==> config.mk <==
export PLATFORM = sky130hd
export DESIGN_NAME = msrv32_wb_arbiter
export DESIGN_NICKNAME = d
export VERILOG_FILES = /design/src/rtl/msrv32_wb_arbiter.sv
export SDC_FILE = /design/constraint.sdc
export NUM_CORES = 1
export LEC_CHECK = 0
export ABC_CLOCK_PERIOD_IN_PS = 4700
export BUFFER_PORTS_ARGS = -buffer_cell sky130_fd_sc_hd__buf_2
export CORE_UTILIZATION = 45
export DETAILED_ROUTE_END_ITERATION = 8
export PLACE_DENSITY = 0.69
export SLEW_MARGIN = 0
export SYNTH_ARGS = -nofsm -noshare
export SYNTH_HDL_FRONTEND = slang
export SYNTH_SLANG_ARGS = --single-unit
==> constraint.sdc <==
create_clock -name clk_in -period 4.7 [get_ports clk_in]
set_clock_uncertainty 0.05 [all_clocks]
set_input_delay 0.705 -clock clk_in [delete_from_list [all_inputs] [get_ports clk_in]]
set_output_delay 0.705 -clock clk_in [all_outputs]
set_load 0.1 [all_outputs]
==> src/rtl/msrv32_wb_arbiter.sv <==
// Writeback arbiter: merges the single-cycle port A and the FIFO-buffered long-latency
// port B into the register file write port, and keeps the RAW busy scoreboard.
module msrv32_wb_arbiter #(
  parameter int B_DEPTH      = 2,
  parameter int STARVE_LIMIT = 4
) (
  input  logic        clk_in,
  input  logic        reset_in,
  input  logic        a_valid_in,
  output logic        a_ready_out,
  input  logic [4:0]  a_rd_addr_in,
  input  logic [31:0] a_data_in,
  input  logic        b_valid_in,
  output logic        b_ready_out,
  input  logic [4:0]  b_rd_addr_in,
  input  logic [31:0] b_data_in,
  input  logic        issue_valid_in,
  input  logic [4:0]  issue_rd_addr_in,
  input  logic [4:0]  rs_1_addr_in,
  input  logic [4:0]  rs_2_addr_in,
  output logic        hazard_out,
  output logic [31:0] busy_out,
  output logic        wr_en_out,
  output logic [4:0]  rd_addr_out,
  output logic [31:0] rd_out
);
  localparam int AW = $clog2(B_DEPTH);

  typedef struct packed {
    logic [4:0]  addr;
    logic [31:0] data;
  } wb_ent_t;

  wb_ent_t     fifo_mem [B_DEPTH];
  logic [AW:0] wr_ptr, rd_ptr;
  logic [3:0]  starve_cnt, starve_nxt;
  logic [31:0] busy, busy_nxt;
  logic        empty, full, force_b, a_acc, b_push, b_pop;
  wb_ent_t     head, sel;
  logic        sel_vld;

  assign empty = (wr_ptr == rd_ptr);
  assign full  = (wr_ptr[AW] != rd_ptr[AW]) && (wr_ptr[AW-1:0] == rd_ptr[AW-1:0]);
  assign head  = fifo_mem[rd_ptr[AW-1:0]];

  // Force only makes sense with something to drain; an empty FIFO never stalls A.
  assign force_b     = (starve_cnt == 4'(STARVE_LIMIT)) && !empty;
  assign a_ready_out = reset_in && !force_b;
  assign b_ready_out = reset_in && !full;
  assign a_acc       = a_valid_in && a_ready_out;
  assign b_push      = b_valid_in && b_ready_out;
  assign b_pop       = reset_in && !empty && (force_b || !a_valid_in);

  always_comb begin
    sel_vld = 1'b0;
    sel     = head;
    if (a_acc) begin
      sel_vld = 1'b1;
      sel     = '{addr: a_rd_addr_in, data: a_data_in};
    end else if (b_pop) begin
      sel_vld = 1'b1;
    end
  end

  always_comb begin
    starve_nxt = 4'd0;
    if (a_acc && !empty)
      starve_nxt = (starve_cnt == 4'(STARVE_LIMIT)) ? starve_cnt : starve_cnt + 4'd1;
  end

  // Issue is applied after the pop clear so a same-cycle set wins.
  always_comb begin
    busy_nxt = busy;
    if (b_pop)
      busy_nxt[head.addr] = 1'b0;
    if (issue_valid_in && (issue_rd_addr_in != 5'd0))
      busy_nxt[issue_rd_addr_in] = 1'b1;
    busy_nxt[0] = 1'b0;
  end

  always_ff @(posedge clk_in) begin
    if (!reset_in) begin
      wr_ptr      <= '0;
      rd_ptr      <= '0;
      starve_cnt  <= 4'd0;
      busy        <= 32'd0;
      wr_en_out   <= 1'b0;
      rd_addr_out <= 5'd0;
      rd_out      <= 32'd0;
    end else begin
      if (b_push) wr_ptr <= wr_ptr + 1'b1;
      if (b_pop)  rd_ptr <= rd_ptr + 1'b1;
      starve_cnt <= starve_nxt;
      busy       <= busy_nxt;
      wr_en_out  <= sel_vld && (sel.addr != 5'd0);
      if (sel_vld) begin
        rd_addr_out <= sel.addr;
        rd_out      <= sel.data;
      end
    end
  end

  always_ff @(posedge clk_in) begin
    if (b_push)
      fifo_mem[wr_ptr[AW-1:0]] <= '{addr: b_rd_addr_in, data: b_data_in};
  end

  assign busy_out   = busy;
  assign hazard_out = (busy[rs_1_addr_in] && (rs_1_addr_in != 5'd0)) ||
                      (busy[rs_2_addr_in] && (rs_2_addr_in != 5'd0));
endmodule

==> metrics.yaml <==
setup_path:
  worstPathCellList: "buf_2, mux4_2, nor3b_1, a21oi_1, o311ai_0, o2111ai_1, buf_2"
  cp.required_ps: 3940
  slowest_delay_ps: 550
  crit_slowest_cell: "mux4_2"
  cp-end-kind: "output pin"
  cp_common_cell: "buf_2"
  path_class: "in -> out"
  setup.worst_path.start: "rs_1_addr_in[2]"
  ff2ff_path_depth: 5
  startpoint_type: "input port"
  arrival_ps: 2420
  worst_r2r_startpoint: "wr_ptr[0]$_SDFFE_PN0P_"
  crit_fanout: 10
clocking:
  cts_tree: "yes"
  cts_sinks: 152
  post-cts-setup-buffer-count: 0
  root_buffer: "clkbuf_16"
  clock_latency_ps: 410
  cts_made_buffers: 17
  clk_path_buf_depth: 2
  htreeDepth: 4
  ctsHoldBuffers: 0
  path_clk_slew_ps: 60
  cts.repair.resized: 0
status:
  status: "finished, final reports clean"
logic_synthesis:
  synth_mux_area_share_pct: 8.121
  synthCells: 590
  synth-async-reset-ratio_pct: 0
  synth_cell_type_count: 50
  avgSynthCellArea_sq_um: 11.23
  ys_ff_latch: 152
  yosysSeqAreaShare_pct: 57.11
  synth_compound_area_share_pct: 16.17
  synthTopCellsByArea: "edfxtp_1, dfxtp_1, o31ai_1, mux4_2, a211oi_1"
  synth_top_area_cell: "edfxtp_1"
  synth_top_family_by_area: "compound AO/OA/AOI/OAI gates"
  synthSimpleGateAreaFrac_pct: 13.56
  synth-adder-area-share_pct: 0.3777
  yosys_most_used_dff: "dfxtp_1"
  synth-edff-count: 74
  syn-num-nets: 686
  synth_xor_xnor_area_share_pct: 1.190
  synth_warnings: 0
  synth_top_area_share_pct: 33.54
  syn-cell-area_sq_mm: 0.006625
route:
  antenna_left: 0
  firstDrtPassIters: 4
  drt_iter0_drc: 276
  num_vias: 5276
  routed_wl_mm: 16.65
  post_drt_via_cell_ratio: 5.661
  wl_per_cell_um: 17.87
  drcViolationCount: 0
pwr:
  powerDensity_mw_per_mm2: 430.4
  comb_power_share_pct: 19.9
  leakagePower_uw: 0.003133
  power.switching_uw: 1101
  p_seq_share_pct: 43.4
  p_sw_share_pct: 31.67
  p_clk_share_pct: 36.6
  peakVddDrop_mv: 0.3574
  internal-power_uw: 2375
floorplanning:
  die-area_sq_mm: 0.01521
  io_pins: 167
  core_area_sq_mm: 0.01410
  fp.dieW_um: 123.3
  initial_utilization_pct: 47.00
  num_rows: 43
  die_h_um: 123.3
cells_and_area:
  nNetsFinal: 834
  synthToLayoutAreaGrowth_pct: 21.89
  drive_gt1_share_pct: 29.96
global_routing:
  grt_max_degree: 50
  grtUsageTotal_pct: 22.73
  antenna_found_initial: 3
  grt_pass1_wl_mm: 25.94
  grt_overflow: 0
  grt_pass1_vias: 5127
placed_design:
  port_buffers: 165
  gp_congestion: 0.8930
  dp_hpwl_mm: 11.53
  dp_slack_ps: 1511
sta:
  worst_pin_slew_ps: 1196
  min_period_ps: 3170
  finalCritPeriodShare_pct: 67.46
  setup-tns-final_ps: 0
  setup_viol: 0
  final_max_slew_viol_count: 0
  setup_ws_ps: 1530
  slew_headroom_pct: 20.26
  hold_viol: 0
  max_freq_mhz: 315.4
  rsz0062_at_grt: "false"
worst_hold_path:
  hp-start: "rd_out[31]$_SDFFE_PN0P_"
  hold_class: "reg -> reg"
  whs_path_depth: 2
run:
  maxCapViolations: 0
## through the flow
step / cell area [sq um] / instances / utilization, % / power, uW / hold WS, ps
5_1_grt: 8075 / 932 / 57.29 / 3591 / 404.0
2_1_floorplan: 6628 / 590 / - / 2079 / 422.4
4_1_cts: 8073 / 931 / 57.27 / 3495 / 405.7
6_report: 8075 / 932 / 57.29 / 3475 / 415.3
3_5_place_dp: 7520 / 899 / 53.35 / 2229 / 407.6
3_3_place_gp: 7520 / 899 / 53.35 / 2216 / 401.9
## Yosys cell counts (5+ instances only)
cell / number
a211oi_1: 29
a21oi_1: 36
buf_2: 10
buf_4: 9
clkbuf_1: 19
dfxtp_1: 78
edfxtp_1: 74
inv_1: 5
mux2_2: 6
mux2i_1: 20
mux4_2: 12
nand2_1: 42
nand2b_1: 7
nand3_1: 39
nor2_1: 53
nor2b_1: 31
o21ai_0: 19
o31ai_1: 47
xnor2_1: 6
## power groups by stage
stage	registers [uW]	logic [uW]	clock network, uW
floorplan	1860	214	0
global placement	1530	683	0
detailed placement	1540	693	0
CTS	1510	694	1290
global route	1520	728	1340
finish	1510	693	1270
## cell usage in the layout (no fill, tap or decap), types with 5 or more instances in the layout
cell type  count
nor2_1        52
edfxtp_1      74
nor2b_1       31
o21ai_0       19
xnor2_1        6
mux2i_1       20
o31ai_1       47
nand2b_1       7
buf_2        165
mux4_2        12
nand3_1       39
mux2_2         6
a21oi_1       36
inv_1          5
dfxtp_1       77
nand2_1       42
clkbuf_16     18
a211oi_1      29
## registers in the layout, indices dropped and copies added, names as in the netlist, named ones only
register     count
wr_en_out        1
starve_cnt       4
rd_ptr           2
rd_out          32
wr_ptr           2
rd_addr_out      5
fifo_mem        74
busy_out        31
## worst paths after layout
| kind | slack, ps | to |
|---|---|---|
| worst max-delay path | 1530 | hazard_out |
| worst min-delay path | 420 | rd_out[31]$_SDFFE_PN0P_ |
| worst max register to register | 2130 | rd_out[31]$_SDFFE_PN0P_ |
| worst min register to register | 420 | rd_out[31]$_SDFFE_PN0P_ |
## per-layer routing
layer	share of wire, %	global-route usage [%]	wire length [um]
met3	8.4	7.149	1398
met4	0.91	7.831	151
met5	0.12	0	20
met2	48	37.53	7956
met1	43	28.03	7127
## logic make-up after synthesis
| group | after synthesis |
|---|---|
| other | 1 |
| AOI/OAI and AO/OA | 154 |
| xor gates and xnor gates | 9 |
| adders and majority gates | 2 |
| muxes | 38 |
| and+or+nand+nor | 188 |
| buffers and inverters | 46 |
| DFF | 152 |
## cell type report
| cell class | count | area (sq um) |
|---|---|---|
| Timing Repair Buffer | 169 | 855.8 |
| Sequential cell | 152 | 3785 |
| Clock buffer | 23 | 479.2 |
| Antenna cell | 1 | 2.502 |
| Tap cell | 180 | 225.2 |
| Fill cell | 1208 | 6021 |
| Inverter | 6 | 22.52 |
| Clock inverter | 9 | 73.82 |
| Multi-Input combinational cell | 392 | 2631 |
## worst max-delay path: cells and delay by family
kind / cells / cell delay [ps]
buf+inv: 2 / 600
compound gates: 3 / 330
mux: 1 / 550
simple gates: 1 / 230
Power figures use the tool's default switching activity.
